==> src/rtl/ppu_pkg.sv <==
// Shared definitions for the posit regime scan datapath:
// scan FSM encoding and default word/chunk widths.
package ppu_pkg;

    localparam int PPU_W = 32;
    localparam int PPU_C = 8;

    typedef enum logic [1:0] {
        IDLE,
        SCAN,
        DONE
    } scan_state_t;

endpackage

==> src/rtl/regime_scan_ctrl_if.sv <==
// Valid/ready bundle between the regime scanner and its producer/consumer.
// master = producer/consumer side, slave = scanner side.
interface regime_scan_ctrl_if import ppu_pkg::*; #(
    parameter int W = PPU_W,
    parameter int R = $clog2(W + 1)
);

    logic         in_valid;
    logic         in_ready;
    logic [W-1:0] in_word;
    logic         out_valid;
    logic         out_ready;
    logic [R-1:0] run_len;
    logic         run_bit;

    modport master (
        output in_valid,
        output in_word,
        output out_ready,
        input  in_ready,
        input  out_valid,
        input  run_len,
        input  run_bit
    );

    modport slave (
        input  in_valid,
        input  in_word,
        input  out_ready,
        output in_ready,
        output out_valid,
        output run_len,
        output run_bit
    );

endinterface

==> src/rtl/regime_scan_ctrl_clo.sv <==
// Combinational count-leading-ones over one C-bit chunk,
// plus an all-ones flag for the scan termination test.
module clo_chunk #(
    parameter int C  = 8,
    parameter int CW = $clog2(C + 1)
) (
    input  logic [C-1:0]  x_i,
    output logic [CW-1:0] cnt_o,
    output logic          all_ones_o
);

    logic run;

    always_comb begin
        cnt_o = '0;
        run   = 1'b1;
        for (int i = C - 1; i >= 0; i--) begin
            run = run & x_i[i];
            if (run) cnt_o = cnt_o + CW'(1);
        end
    end

    assign all_ones_o = &x_i;

endmodule

==> src/rtl/regime_scan_ctrl.sv <==
// Multi-cycle scan of the leading run of identical bits, one chunk per cycle.
// Define REGIME_SCAN_EARLY_EXIT_EN to stop at the first chunk that breaks the run.
module regime_scan_ctrl import ppu_pkg::*; #(
    parameter int W = PPU_W,
    parameter int C = PPU_C,
    parameter int R = $clog2(W + 1)
) (
    input  logic              clk,
    input  logic              rst,
    regime_scan_ctrl_if.slave bus
);

    localparam int K  = W / C;
    localparam int CW = $clog2(C + 1);
    localparam int JW = (K > 1) ? $clog2(K) : 1;

    scan_state_t   state_q;
    logic [W-1:0]  word_q;
    logic          bit_q;
    logic [R-1:0]  acc_q;
    logic [JW-1:0] j_q;
    logic          stop_q;
    logic          rdy_q;
    logic          vld_q;

    logic [C-1:0]  chunk;
    logic [CW-1:0] cnt;
    logic          all1;
    logic          last;
    logic          fin;

    // Bits equal to the run value become ones, so leading ones = run length.
    assign chunk = ~(word_q[W-1 -: C] ^ {C{bit_q}});
    assign last  = (j_q == JW'(K - 1));

`ifdef REGIME_SCAN_EARLY_EXIT_EN
    assign fin = last | ~all1;
`else
    assign fin = last;
`endif

    clo_chunk #(
        .C  (C),
        .CW (CW)
    ) u_clo (
        .x_i        (chunk),
        .cnt_o      (cnt),
        .all_ones_o (all1)
    );

    always_ff @(posedge clk or posedge rst) begin
        if (rst) begin
            state_q <= IDLE;
            word_q  <= '0;
            bit_q   <= 1'b0;
            acc_q   <= '0;
            j_q     <= '0;
            stop_q  <= 1'b0;
            rdy_q   <= 1'b1;
            vld_q   <= 1'b0;
        end else begin
            unique case (state_q)
                IDLE: begin
                    if (bus.in_valid && rdy_q) begin
                        word_q  <= bus.in_word;
                        bit_q   <= bus.in_word[W-1];
                        acc_q   <= '0;
                        j_q     <= '0;
                        stop_q  <= 1'b0;
                        rdy_q   <= 1'b0;
                        state_q <= SCAN;
                    end
                end
                SCAN: begin
                    // A broken run freezes the count for the remaining chunks.
                    if (!stop_q) acc_q <= acc_q + R'(cnt);
                    stop_q <= stop_q | ~all1;
                    word_q <= word_q << C;
                    if (fin) begin
                        state_q <= DONE;
                        vld_q   <= 1'b1;
                    end else begin
                        j_q <= j_q + JW'(1);
                    end
                end
                DONE: begin
                    if (bus.out_ready) begin
                        state_q <= IDLE;
                        vld_q   <= 1'b0;
                        rdy_q   <= 1'b1;
                    end
                end
                default: state_q <= IDLE;
            endcase
        end
    end

    assign bus.in_ready  = rdy_q & ~rst;
    assign bus.out_valid = vld_q;
    assign bus.run_len   = acc_q;
    assign bus.run_bit   = bit_q;

endmodule

==> src/flat_wrapper.sv <==
// flat-port wrapper written by rule: the top's interface ports become plain ports
module regime_scan_ctrl_flat import ppu_pkg::*;
#(
    parameter int W = PPU_W,
    parameter int C = PPU_C,
    parameter int R = $clog2(W + 1)
)
  (clk, rst, bus_in_valid, bus_in_word, bus_out_ready, bus_in_ready, bus_out_valid, bus_run_len, bus_run_bit);
  regime_scan_ctrl_if #(.W(W), .R(R)) bus_i ();
  input  logic clk;
  input  logic rst;
  input wire logic [$bits(bus_i.in_valid)-1:0] bus_in_valid;
  input wire logic [$bits(bus_i.in_word)-1:0] bus_in_word;
  input wire logic [$bits(bus_i.out_ready)-1:0] bus_out_ready;
  output wire logic [$bits(bus_i.in_ready)-1:0] bus_in_ready;
  output wire logic [$bits(bus_i.out_valid)-1:0] bus_out_valid;
  output wire logic [$bits(bus_i.run_len)-1:0] bus_run_len;
  output wire logic [$bits(bus_i.run_bit)-1:0] bus_run_bit;
  assign bus_i.in_valid = bus_in_valid;
  assign bus_i.in_word = bus_in_word;
  assign bus_i.out_ready = bus_out_ready;
  assign bus_in_ready = bus_i.in_ready;
  assign bus_out_valid = bus_i.out_valid;
  assign bus_run_len = bus_i.run_len;
  assign bus_run_bit = bus_i.run_bit;
  regime_scan_ctrl #(.W(W), .C(C), .R(R)) u_core (.clk(clk), .rst(rst), .bus(bus_i));
endmodule
==> config.mk <==
export PLATFORM = sky130hd
export DESIGN_NAME = regime_scan_ctrl_flat
export DESIGN_NICKNAME = d
export VERILOG_FILES = /design/src/rtl/ppu_pkg.sv /design/src/rtl/regime_scan_ctrl_if.sv /design/src/rtl/regime_scan_ctrl_clo.sv /design/src/rtl/regime_scan_ctrl.sv /design/src/flat_wrapper.sv
export SDC_FILE = /design/constraint.sdc
export NUM_CORES = 1
export LEC_CHECK = 0
export ABC_AREA = 1
export CAP_MARGIN = 20
export CORE_MARGIN = 4
export CORE_UTILIZATION = 45
export CTS_CLUSTER_DIAMETER = 100
export DETAILED_ROUTE_END_ITERATION = 7
export PLACE_DENSITY = 0.7
export REMOVE_ABC_BUFFERS = 1
export SLEW_MARGIN = 40
export SYNTH_ARGS = -nofsm -noshare
export SYNTH_HDL_FRONTEND = slang
export SYNTH_SLANG_ARGS = --single-unit
==> constraint.sdc <==
create_clock -name clk -period 7.7 [get_ports clk]
set_input_delay 1.54 -clock clk [delete_from_list [all_inputs] [get_ports clk]]
set_output_delay 1.54 -clock clk [all_outputs]
set_load 0.03 [all_outputs]
* After elaboration in Yosys (flattened, before gate mapping)
Index checks and enable logic that the tools add are counted.
** Storage, ports and cells
- Input port bits :: 36
- Output and inout port bits :: 9
- Word-level logic and storage cells :: 78
- Register bits after elaboration :: 46
** Operators by class
- Bitwise logic cells :: 13
- Eq/ne operators :: 8
- Add/sub/neg operators :: 9
- Multiplexer cells :: 27
- Reductions and logical operators :: 13
** Operators with widths (count)
- case mux 32 bit (2 select lines) :: 1
- 2-to-1 mux 32 bit :: 1
- adder 4 x 1 -> 4 bit (second input constant) :: 7
- 2-to-1 mux 4 bit :: 7
- AND reduction 3 bit :: 5
- 2-to-1 mux 6 bit :: 2
- case mux 6 bit (2 select lines) :: 1
- 2-to-1 mux 2 bit :: 5
- AND 1 bit :: 8
- inverter 8 bit :: 1
- AND reduction 8 bit :: 1
- XOR 8 bit :: 1
- adder 6 x 4 -> 6 bit :: 1
- inequality test 2 bit (second input constant) :: 3
- case mux 1 bit (2 select lines) :: 3
- case mux 2 bit (3 select lines) :: 1
- nonzero test 2 bit :: 3
- 2-to-1 mux 1 bit :: 5
- == test 2 bit (second input constant) :: 2
- inequality test 2 x 1 -> 1 bit (second input constant) :: 2
- case mux 2 bit (2 select lines) :: 1
- AND reduction 2 bit :: 2
- adder 2 x 1 -> 2 bit (second input constant) :: 1
- == test 2 x 1 -> 1 bit (second input constant) :: 1
- 4 further kinds :: 5

* Logic depth before layout (Yosys ltp)
Gate-level depths: netlist of the first run.
- Word-level depth :: 20
- Depth in mapped cells :: 28
- Mapped depth without buffers :: 27

* By module
Synthesis of the first run repeated with hierarchy kept, for this count alone.
** Unflattened totals
- Cell total of the unflattened synthesis :: 274
- Area total of the unflattened synthesis :: 2568.7 sq um
** Modules (own cells, without submodules)
- regime_scan_ctrl :: cells each 214, times used 1, seq. area each 1152.4 sq um, area each 2197.1 sq um
- clo_chunk :: cells each 60, times used 1, seq. area each 0.0 sq um, area each 371.6 sq um

* Worst setup path after synthesis of the first run
No wires, ideal clock.
- Kind :: register -> register
- Start point :: register u_core.bit_q (netlist: u_core.bus.run_bit)
- End point :: register u_core.acc_q[5] (netlist: u_core.bus.run_len[5])
- Period minus slack after synthesis :: 3540 ps
- Arrival time :: 3405 ps
- Data required time :: 7566 ps
- Cell stages (with the launch flop) :: 29
- Path buffers :: 1
- Setup time :: 134 ps
- Slack :: 4160 ps
- Cell sequence :: dfrtp_1 > buf_6 > nand2_2 > inv_1 > nor2_1 > a21oi_1 > ha_1 > inv_1 > a21oi_2 > nand2_1 > nand2_2 > ha_1 > inv_1 > nand2_1 > nand2_1 > inv_1 > ha_1 > inv_1 > nor2_1 > nand3_1 > nand2_1 > inv_1 > ha_1 > nand3_1 > nand3_1 > nand2_1 > a21boi_0 > and3_1 > nor3_1
** Between the ends
- Word-level cells in the longest chain between the ends :: 20
- Elaborated cells on any way between the ends :: 27
- Classes of those cells :: add/sub (8); mux (10); bitwise (9)
** Ends and longest elaborated chain
- start, declared :: RTL line regime_scan_ctrl.sv:19 : logic bit_q;
- start signal, assigned :: RTL line regime_scan_ctrl.sv:66 : bit_q <= bus.in_word[W-1];
- XOR 8 bit (*) :: RTL line regime_scan_ctrl.sv:33 : assign chunk = ~(word_q[W-1 -: C] ^ {C{bit_q}});
- inverter 8 bit (*) :: RTL line regime_scan_ctrl.sv:33
- 2-to-1 mux 1 bit :: RTL line regime_scan_ctrl_clo.sv:19 : if (run) cnt_o = cnt_o + CW'(1);
- adder 4 x 1 -> 4 bit :: RTL line regime_scan_ctrl_clo.sv:19
- 2-to-1 mux 4 bit :: RTL line regime_scan_ctrl_clo.sv:19
- adder 4 x 1 -> 4 bit :: RTL line regime_scan_ctrl_clo.sv:19
- 2-to-1 mux 4 bit :: RTL line regime_scan_ctrl_clo.sv:19
- adder 4 x 1 -> 4 bit :: RTL line regime_scan_ctrl_clo.sv:19
- [4 not listed]
- 2-to-1 mux 4 bit :: RTL line regime_scan_ctrl_clo.sv:19
- adder 4 x 1 -> 4 bit :: RTL line regime_scan_ctrl_clo.sv:19
- 2-to-1 mux 4 bit :: RTL line regime_scan_ctrl_clo.sv:19
- adder 4 x 1 -> 4 bit :: RTL line regime_scan_ctrl_clo.sv:19
- 2-to-1 mux 4 bit (*) :: RTL line regime_scan_ctrl_clo.sv:19
- adder 6 x 4 -> 6 bit (*) :: RTL line regime_scan_ctrl.sv:76 : if (!stop_q) acc_q <= acc_q + R'(cnt);
- 2-to-1 mux 6 bit (*) :: RTL line regime_scan_ctrl.sv:76
- case mux 6 bit (2 select lines) (*) :: RTL line regime_scan_ctrl.sv:62 : unique case (state_q)
- end signal, assigned :: RTL line regime_scan_ctrl.sv:76
- end, declared :: RTL line regime_scan_ctrl.sv:20 : logic [R-1:0] acc_q;
Every way passes the cells marked *; elsewhere a longest branch is shown, timed or not. The select of a mux whose other input is x is not followed.
A chain may end at the register's enable or synchronous reset.

* Worst setup path after layout of the first run
- Start point :: input rst
- End point :: output bus_in_ready
** Between the ends
- Word-level cells in the longest chain between the ends :: 2
** Ends and longest elaborated chain
- start, declared :: RTL line flat_wrapper.sv:11 : input logic rst;
- inverter 1 bit :: RTL line regime_scan_ctrl.sv:98 : assign bus.in_ready = rdy_q & ~rst;
- AND 1 bit :: RTL line regime_scan_ctrl.sv:98
- end, declared :: RTL line flat_wrapper.sv:15 : output wire logic [$bits(bus_i.in_ready)-1:0] bus_in_ready;
No other way between the ends.

==> impl_metrics.csv, run 1 <==
group,metric,value,unit
flow_run,maxCapViolations,0,
finish,syn2layout_area_growth,24.9,%
placed_design,port_buffers,44,
floorplanning,initial_core_util,46.9,%
timing,finClkSkew,0.00993,ns
global_routing,grt_start_max_net_pins,47,
min_path,hold_class,"reg2reg",
timing,final.period_utilization,56.4,%
logic_synthesis,synth_area_per_cell,7.72,um2
power,seq_power_share,30.6,%
clock_network,cts.sinks,46,
routing,first_pass_iters,4,
clock_network,cts_resized,0,
worst_setup_path,arrival,2.80,ns
power,p_per_area,393,nW/um2
routing,drc,0,
placed_design,dp_hpwl,3790,um
global_routing,grt_overflow_total,0,
logic_synthesis,synthCells,337,
clock_network,cts_tree,"yes",
worst_setup_path,cp_max_fo,2,
power,p_comb_share,52.6,%
routing,wirelength,5230,um
timing,whs,0.485,ns
outcome,status,"finished, final reports clean",
floorplanning,fp.dieW,84.0,um
power,p_clk_share,16.8,%
routing,drt-initial-drc-count,129,
logic_synthesis,syn_area,2600,um2
routing,wl_per_cell,11.5,um
timing,setup_viol,0,
clock_network,htreeDepth,2,
floorplanning,rows,27,
logic_synthesis,ys_seq_elements,46,
floorplanning,chipHeight,84.0,um
clock_network,clkTransAtPathRegs,0.08,ns
clock_network,root_buffer,"clkbuf_8",
logic_synthesis,yosys_warnings,0,
finish,nets,427,
worst_setup_path,critPathMostFrequentCell,"clkdlybuf4s50_1",
timing,fin_setup_tns,0,ns
floorplanning,dieArea,7060,um2
clock_network,post-cts-setup-buffer-count,0,
timing,finalMaxSlewViolations,0,
power,internal-power,0.703,mW
timing,max_slew.worst_pin.slew,0.556,ns
global_routing,grt_pass1_vias,2225,
worst_setup_path,crit_chain,"clkdlybuf4s50_1 -> nor2_1 -> clkdlybuf4s50_1",
routing,via_per_inst,4.89,
routing,postRouteAntennaNets,0,
power,p_leak,1.60,nW
logic_synthesis,synth_cell_types,31,
power,switching_share,45.0,%
timing,period_minus_slack,4.34,ns
logic_synthesis,ys_seq_area_share,44.3,%
clock_network,clk_path_buf_depth,2,
placed_design,gp_congestion,0.849,
worst_setup_path,crit_type,"in2out",
worst_setup_path,cp_slowest_cell,"clkdlybuf4s50_1",
timing,hold_violations,0,
timing,max_freq,230,MHz
routing,num_vias,2216,
finish,drive_gt1_share,10.8,%
clock_network,insertion_delay,0.30,ns
timing,rsz0062_at_grt,"false",
clock_network,cts_hold_buf,0,
power,ir_drop,0.000211,V
clock_network,cts_buffers,5,
global_routing,grt_usage,15.6,%
worst_setup_path,endpoint_kind,"output pin",
worst_setup_path,slowest_delay,0.68,ns
worst_setup_path,critPathRequiredTime,6.16,ns
floorplanning,num_io_pins,45,
global_routing,grt_pass1_wl,9270,um
power,switching_power,0.575,mW
global_routing,antenna_found_initial,0,
finish,antenna_cells,0,
timing,relSlewSlack,62.9,%
floorplanning,core_area,5540,um2
worst_setup_path,critPathLaunchType,"input port",
==> worst paths after layout <==
| check | slack, ns | end | depth (start not counted) | start |
|---|---|---|---|---|
| setup / recovery | 3.36 | bus_in_ready | 3 | rst |
| hold / removal | 0.48 | u_core.word_q[8] | 2 | u_core.word_q[8] |
| setup reg to reg | 3.76 | u_core.bus.run_len[5] | 27 | u_core.bus.run_bit |
| hold reg to reg | 0.48 | u_core.word_q[8] | 2 | u_core.word_q[8] |
| max in group asynchronous | 5.64 | u_core.word_q[2] | 2 | rst |
| min in group asynchronous | 1.68 | u_core.word_q[16] | 2 | rst |
==> power by group through the flow <==
stage	logic, mW	clock network [mW]	registers, mW
2_1_floorplan	0.493	0	0.414
3_5_place_dp	0.672	0	0.395
3_3_place_gp	0.654	0	0.392
5_1_grt	0.774	0.228	0.403
4_1_cts	0.677	0.218	0.391
6_report	0.671	0.215	0.391
==> logic make-up after synthesis <==
logic type,share of synthesized area (%)
compound gates,8.90
xor+xnor,0.674
fa+ha+maj,5.58
buf+inv,7.51
flops,44.3
simple gates,33.0
==> flip-flops by register name, indices dropped and copies added, names as in the netlist <==
register              cells
u_core.bus.out_valid      1
u_core.bus.run_bit        1
u_core.bus.run_len        6
u_core.j_q                2
u_core.rdy_q              1
u_core.state_q            2
u_core.stop_q             1
u_core.word_q            32
==> through the flow <==
| step | cell area [um2] | util (%) | setup slack [ns] | power (mW) | cells |
|---|---|---|---|---|---|
| 6_report | 3250 | 58.6 | 3.36 | 1.28 | 453 |
| 3_3_place_gp | 3110 | 56.1 | 3.41 | 1.05 | 445 |
| 5_1_grt | 3250 | 58.6 | 3.28 | 1.40 | 453 |
| 3_5_place_dp | 3110 | 56.1 | 3.37 | 1.07 | 445 |
| 2_1_floorplan | 2550 | - | 2.57 | 0.908 | 326 |
| 4_1_cts | 3250 | 58.6 | 3.36 | 1.29 | 453 |
==> critical path, delay by kind of cell <==
kind | cells | cell delay (ns)
and+or+nand+nor | 1 | 0.13
buffers and inverters | 2 | 1.14
==> cells in the mapped netlist (all sizes together) <==
cell | count | area (um2)
nand3 | 34 | 175
or2 | 1 | 6.26
a22o | 8 | 70.1
xnor2 | 2 | 17.5
fa | 1 | 20.0
dfstp | 1 | 26.3
dfrtp | 45 | 1130
o31ai | 1 | 7.51
inv | 38 | 143
a21boi | 1 | 7.51
nand4 | 3 | 18.8
ha | 10 | 125
and3 | 1 | 6.26
a21oi | 9 | 52.6
o211ai | 5 | 37.5
nand2 | 133 | 534
nor3 | 2 | 10.0
buf | 6 | 33.8
clkbuf | 5 | 18.8
o22ai | 1 | 6.26
o21ai | 10 | 50.0
nor2 | 20 | 108
==> layer usage <==
| layer | global-route usage [%] | vias up | share of wire [%] |
|---|---|---|---|
| li1 | - | 1160 | - |
| met1 | 19.2 | 1016 | 46 |
| met2 | 28.0 | 36 | 50 |
| met3 | 2.67 | 4 | 3.0 |
| met4 | 4.53 | 0 | 0.84 |
| met5 | 0 | - | 0 |
==> layout by cell type (no fill, tap or decap), drive strengths merged, types with 5 or more instances in the layout <==
master,count
clkdlybuf4s50,44
nand3,34
o211ai,5
inv,38
o21ai,10
dfrtp,45
nand2,133
a22o,8
ha,10
clkbuf,5
nor2,20
a21oi,9
==> layout make-up <==
cell class                      count  area [um2]
Fill cell                         525        2290
Multi-Input combinational cell    242        1260
Sequential cell                    46        1150
Timing Repair Buffer               47         463
Inverter                           38         145
Tap cell                           72        90.1
Clock buffer                        5        68.8
Clock inverter                      3        68.8
Note: power is estimated with default switching activity, not from simulation.
==> run 2: changes to the inputs <==
clock period = 4.45 ns   (was 7.7 ns; I/O delays follow)
==> run 2 against run 1 <==
  * Sequential cell count unchanged
  * Clock skew decreased by 0.0046 ns
  * Critical path type is now reg2reg
  * Combinational power increased by 73%
  * Largest cell class unchanged
  * Cell area decreased by 0.89%
==> impl_metrics.csv, run 2 (synthesized netlist as in run 1, its figures left out) <==
group,metric,value,unit
clock_network,cts_tree,"yes",
finish,seqCellArea,1150,um2
clock_network,cts_resized,0,
clock_network,insertion_delay,0.29,ns
routing,postRouteAntennaNets,0,
timing,max_slew.worst_pin.slew,0.595,ns
routing,wirelength,5210,um
floorplanning,initial_core_util,46.9,%
finish,final_common_cell,"nand2_1",
finish,multi_input_area,1260,um2
clock_network,post-cts-setup-buffer-count,0,
worst_setup_path,cp-startpoint,"u_core.bus.run_bit",
placed_design,gp_congestion,0.888,
routing,num_vias,2189,
worst_setup_path,critPathRequiredTime,4.61,ns
worst_setup_path,crit_type,"reg2reg",
routing,drc,0,
timing,whs,0.486,ns
global_routing,grt_pass1_wl,9140,um
timing,rsz0062_at_grt,"false",
finish,utilization,58.1,%
finish,largest_register_ffs,32,
clock_network,htreeDepth,2,
worst_setup_path,cp_slowest_cell,"dfrtp_1",
power,p_leak,1.59,nW
worst_setup_path,arrival,4.06,ns
worst_setup_path,critPathMostFrequentCell,"nand2_1",
power,ir_drop,0.000293,V
finish,final_cell_mix,"nand2_1 (119), dfrtp_1 (45), clkdlybuf4s50_1 (44)",
routing,wl_per_cell,11.5,um
global_routing,grt_start_max_net_pins,47,
floorplanning,dieArea,7060,um2
worst_setup_path,cp_top_family,"simple AND/OR/NAND/NOR gates",
timing,hold_violations,0,
timing,final.period_utilization,87.8,%
timing,max_freq,256,MHz
routing,first_pass_iters,4,
outcome,status,"finished, final reports clean",
floorplanning,num_io_pins,45,
worst_setup_path,cp-endpoint,"u_core.bus.run_len[5]",
placed_design,port_buffers,44,
min_path,hold_class,"reg2reg",
power,p_per_area,663,nW/um2
timing,period_minus_slack,3.91,ns
worst_setup_path,r2r-start,"u_core.bus.run_bit",
timing,finClkSkew,0.00529,ns
timing,setup_viol,0,
clock_network,clkTransAtPathRegs,0.08,ns
flow_run,maxCapViolations,0,
worst_setup_path,slowest_delay,0.65,ns
finish,instances_no_fill,453,
global_routing,antenna_found_initial,0,
worst_setup_path,cp_num_cells,27,
worst_setup_path,r2r_cells,27,
clock_network,cts.sinks,46,
finish,largest-register,"u_core.word_q",
clock_network,root_buffer,"clkbuf_8",
floorplanning,chipHeight,84.0,um
routing,via_per_inst,4.83,
worst_setup_path,path_buf_inv,6,
clock_network,cts_buffers,5,
worst_setup_path,endpoint_kind,"flop",
clock_network,cts_hold_buf,0,
floorplanning,fp.dieW,84.0,um
finish,syn2layout_area_growth,23.8,%
floorplanning,rows,27,
worst_setup_path,critPathLaunchType,"flop",
finish,nets,427,
placed_design,dp.cells,445,
finish,antenna_cells,0,
finish,drive_gt1_share,10.8,%
worst_setup_path,cp_max_fo,15,
placed_design,dp_hpwl,3810,um
floorplanning,core_area,5540,um2
timing,relSlewSlack,60.3,%
timing,fin_setup_tns,0,ns
worst_setup_path,r2r_slack,0.54,ns
routing,drt-initial-drc-count,112,
global_routing,grt_pass1_vias,2156,
global_routing,grt_usage,15.4,%
power,power,2.13,mW
timing,finalMaxSlewViolations,0,
worst_setup_path,reg2reg_to,"u_core.bus.run_len[5]",
global_routing,grt_overflow_total,0,
finish,fillCellCount,548,
clock_network,clk_path_buf_depth,2,
==> run 2: power by group <==
| group | leakage (nW) | switching [mW] | internal (mW) | total [mW] |
|---|---|---|---|---|
| combinational | 0.919 | 0.736 | 0.420 | 1.16 |
| sequential | 0.614 | 0.106 | 0.569 | 0.675 |
| clock | 0.0579 | 0.138 | 0.165 | 0.303 |
| total | 1.59 | 0.980 | 1.15 | 2.13 |
==> run 2: how the worst min path moves through the flow <==
stage	startpoint	to	slack, ns	depth (start not counted)
4_1_cts	u_core.word_q[15]	u_core.word_q[15]	0.49	2
2_1_floorplan	u_core.word_q[10]	u_core.word_q[10]	0.45	2
5_1_grt	u_core.word_q[23]	u_core.word_q[23]	0.51	2
3_5_place_dp	u_core.bus.out_valid	u_core.bus.out_valid	0.47	2
3_3_place_gp	u_core.word_q[8]	u_core.word_q[8]	0.46	2
6_report	u_core.word_q[15]	u_core.word_q[15]	0.49	2
==> run 2: stage by stage <==
step / setup WS [ns] / cell area, um2
floorplan: -0.0343 / 2550
global placement: 0.730 / 3110
detailed placement: 0.583 / 3110
CTS: 0.561 / 3220
global route: 0.0382 / 3220
finish: 0.545 / 3220
==> run 2: layer usage <==
metal	vias to the layer above	global-route usage (%)	wire length, um	part of all wire [%]
met4	0	5.12	44	0.85
li1	1157	-	-	-
met1	988	20.5	2560	49
met5	-	0	0	0
met3	4	2.27	170	3.3
met2	40	25.7	2440	47
==> run 2: layout make-up <==
cell class	count	area share [%]
Clock buffer	5	2.14
Clock inverter	3	1.24
Inverter	38	4.51
Multi-Input combinational cell	242	39.1
Sequential cell	46	35.8
Tap cell	72	2.80
Timing Repair Buffer	47	14.4
==> run 2: tightest hold or removal path, delay by kind of cell (launching register included) <==
family,cells,cell delay (ns)
and+or+nand+nor,2,0.10
DFF,1,0.35
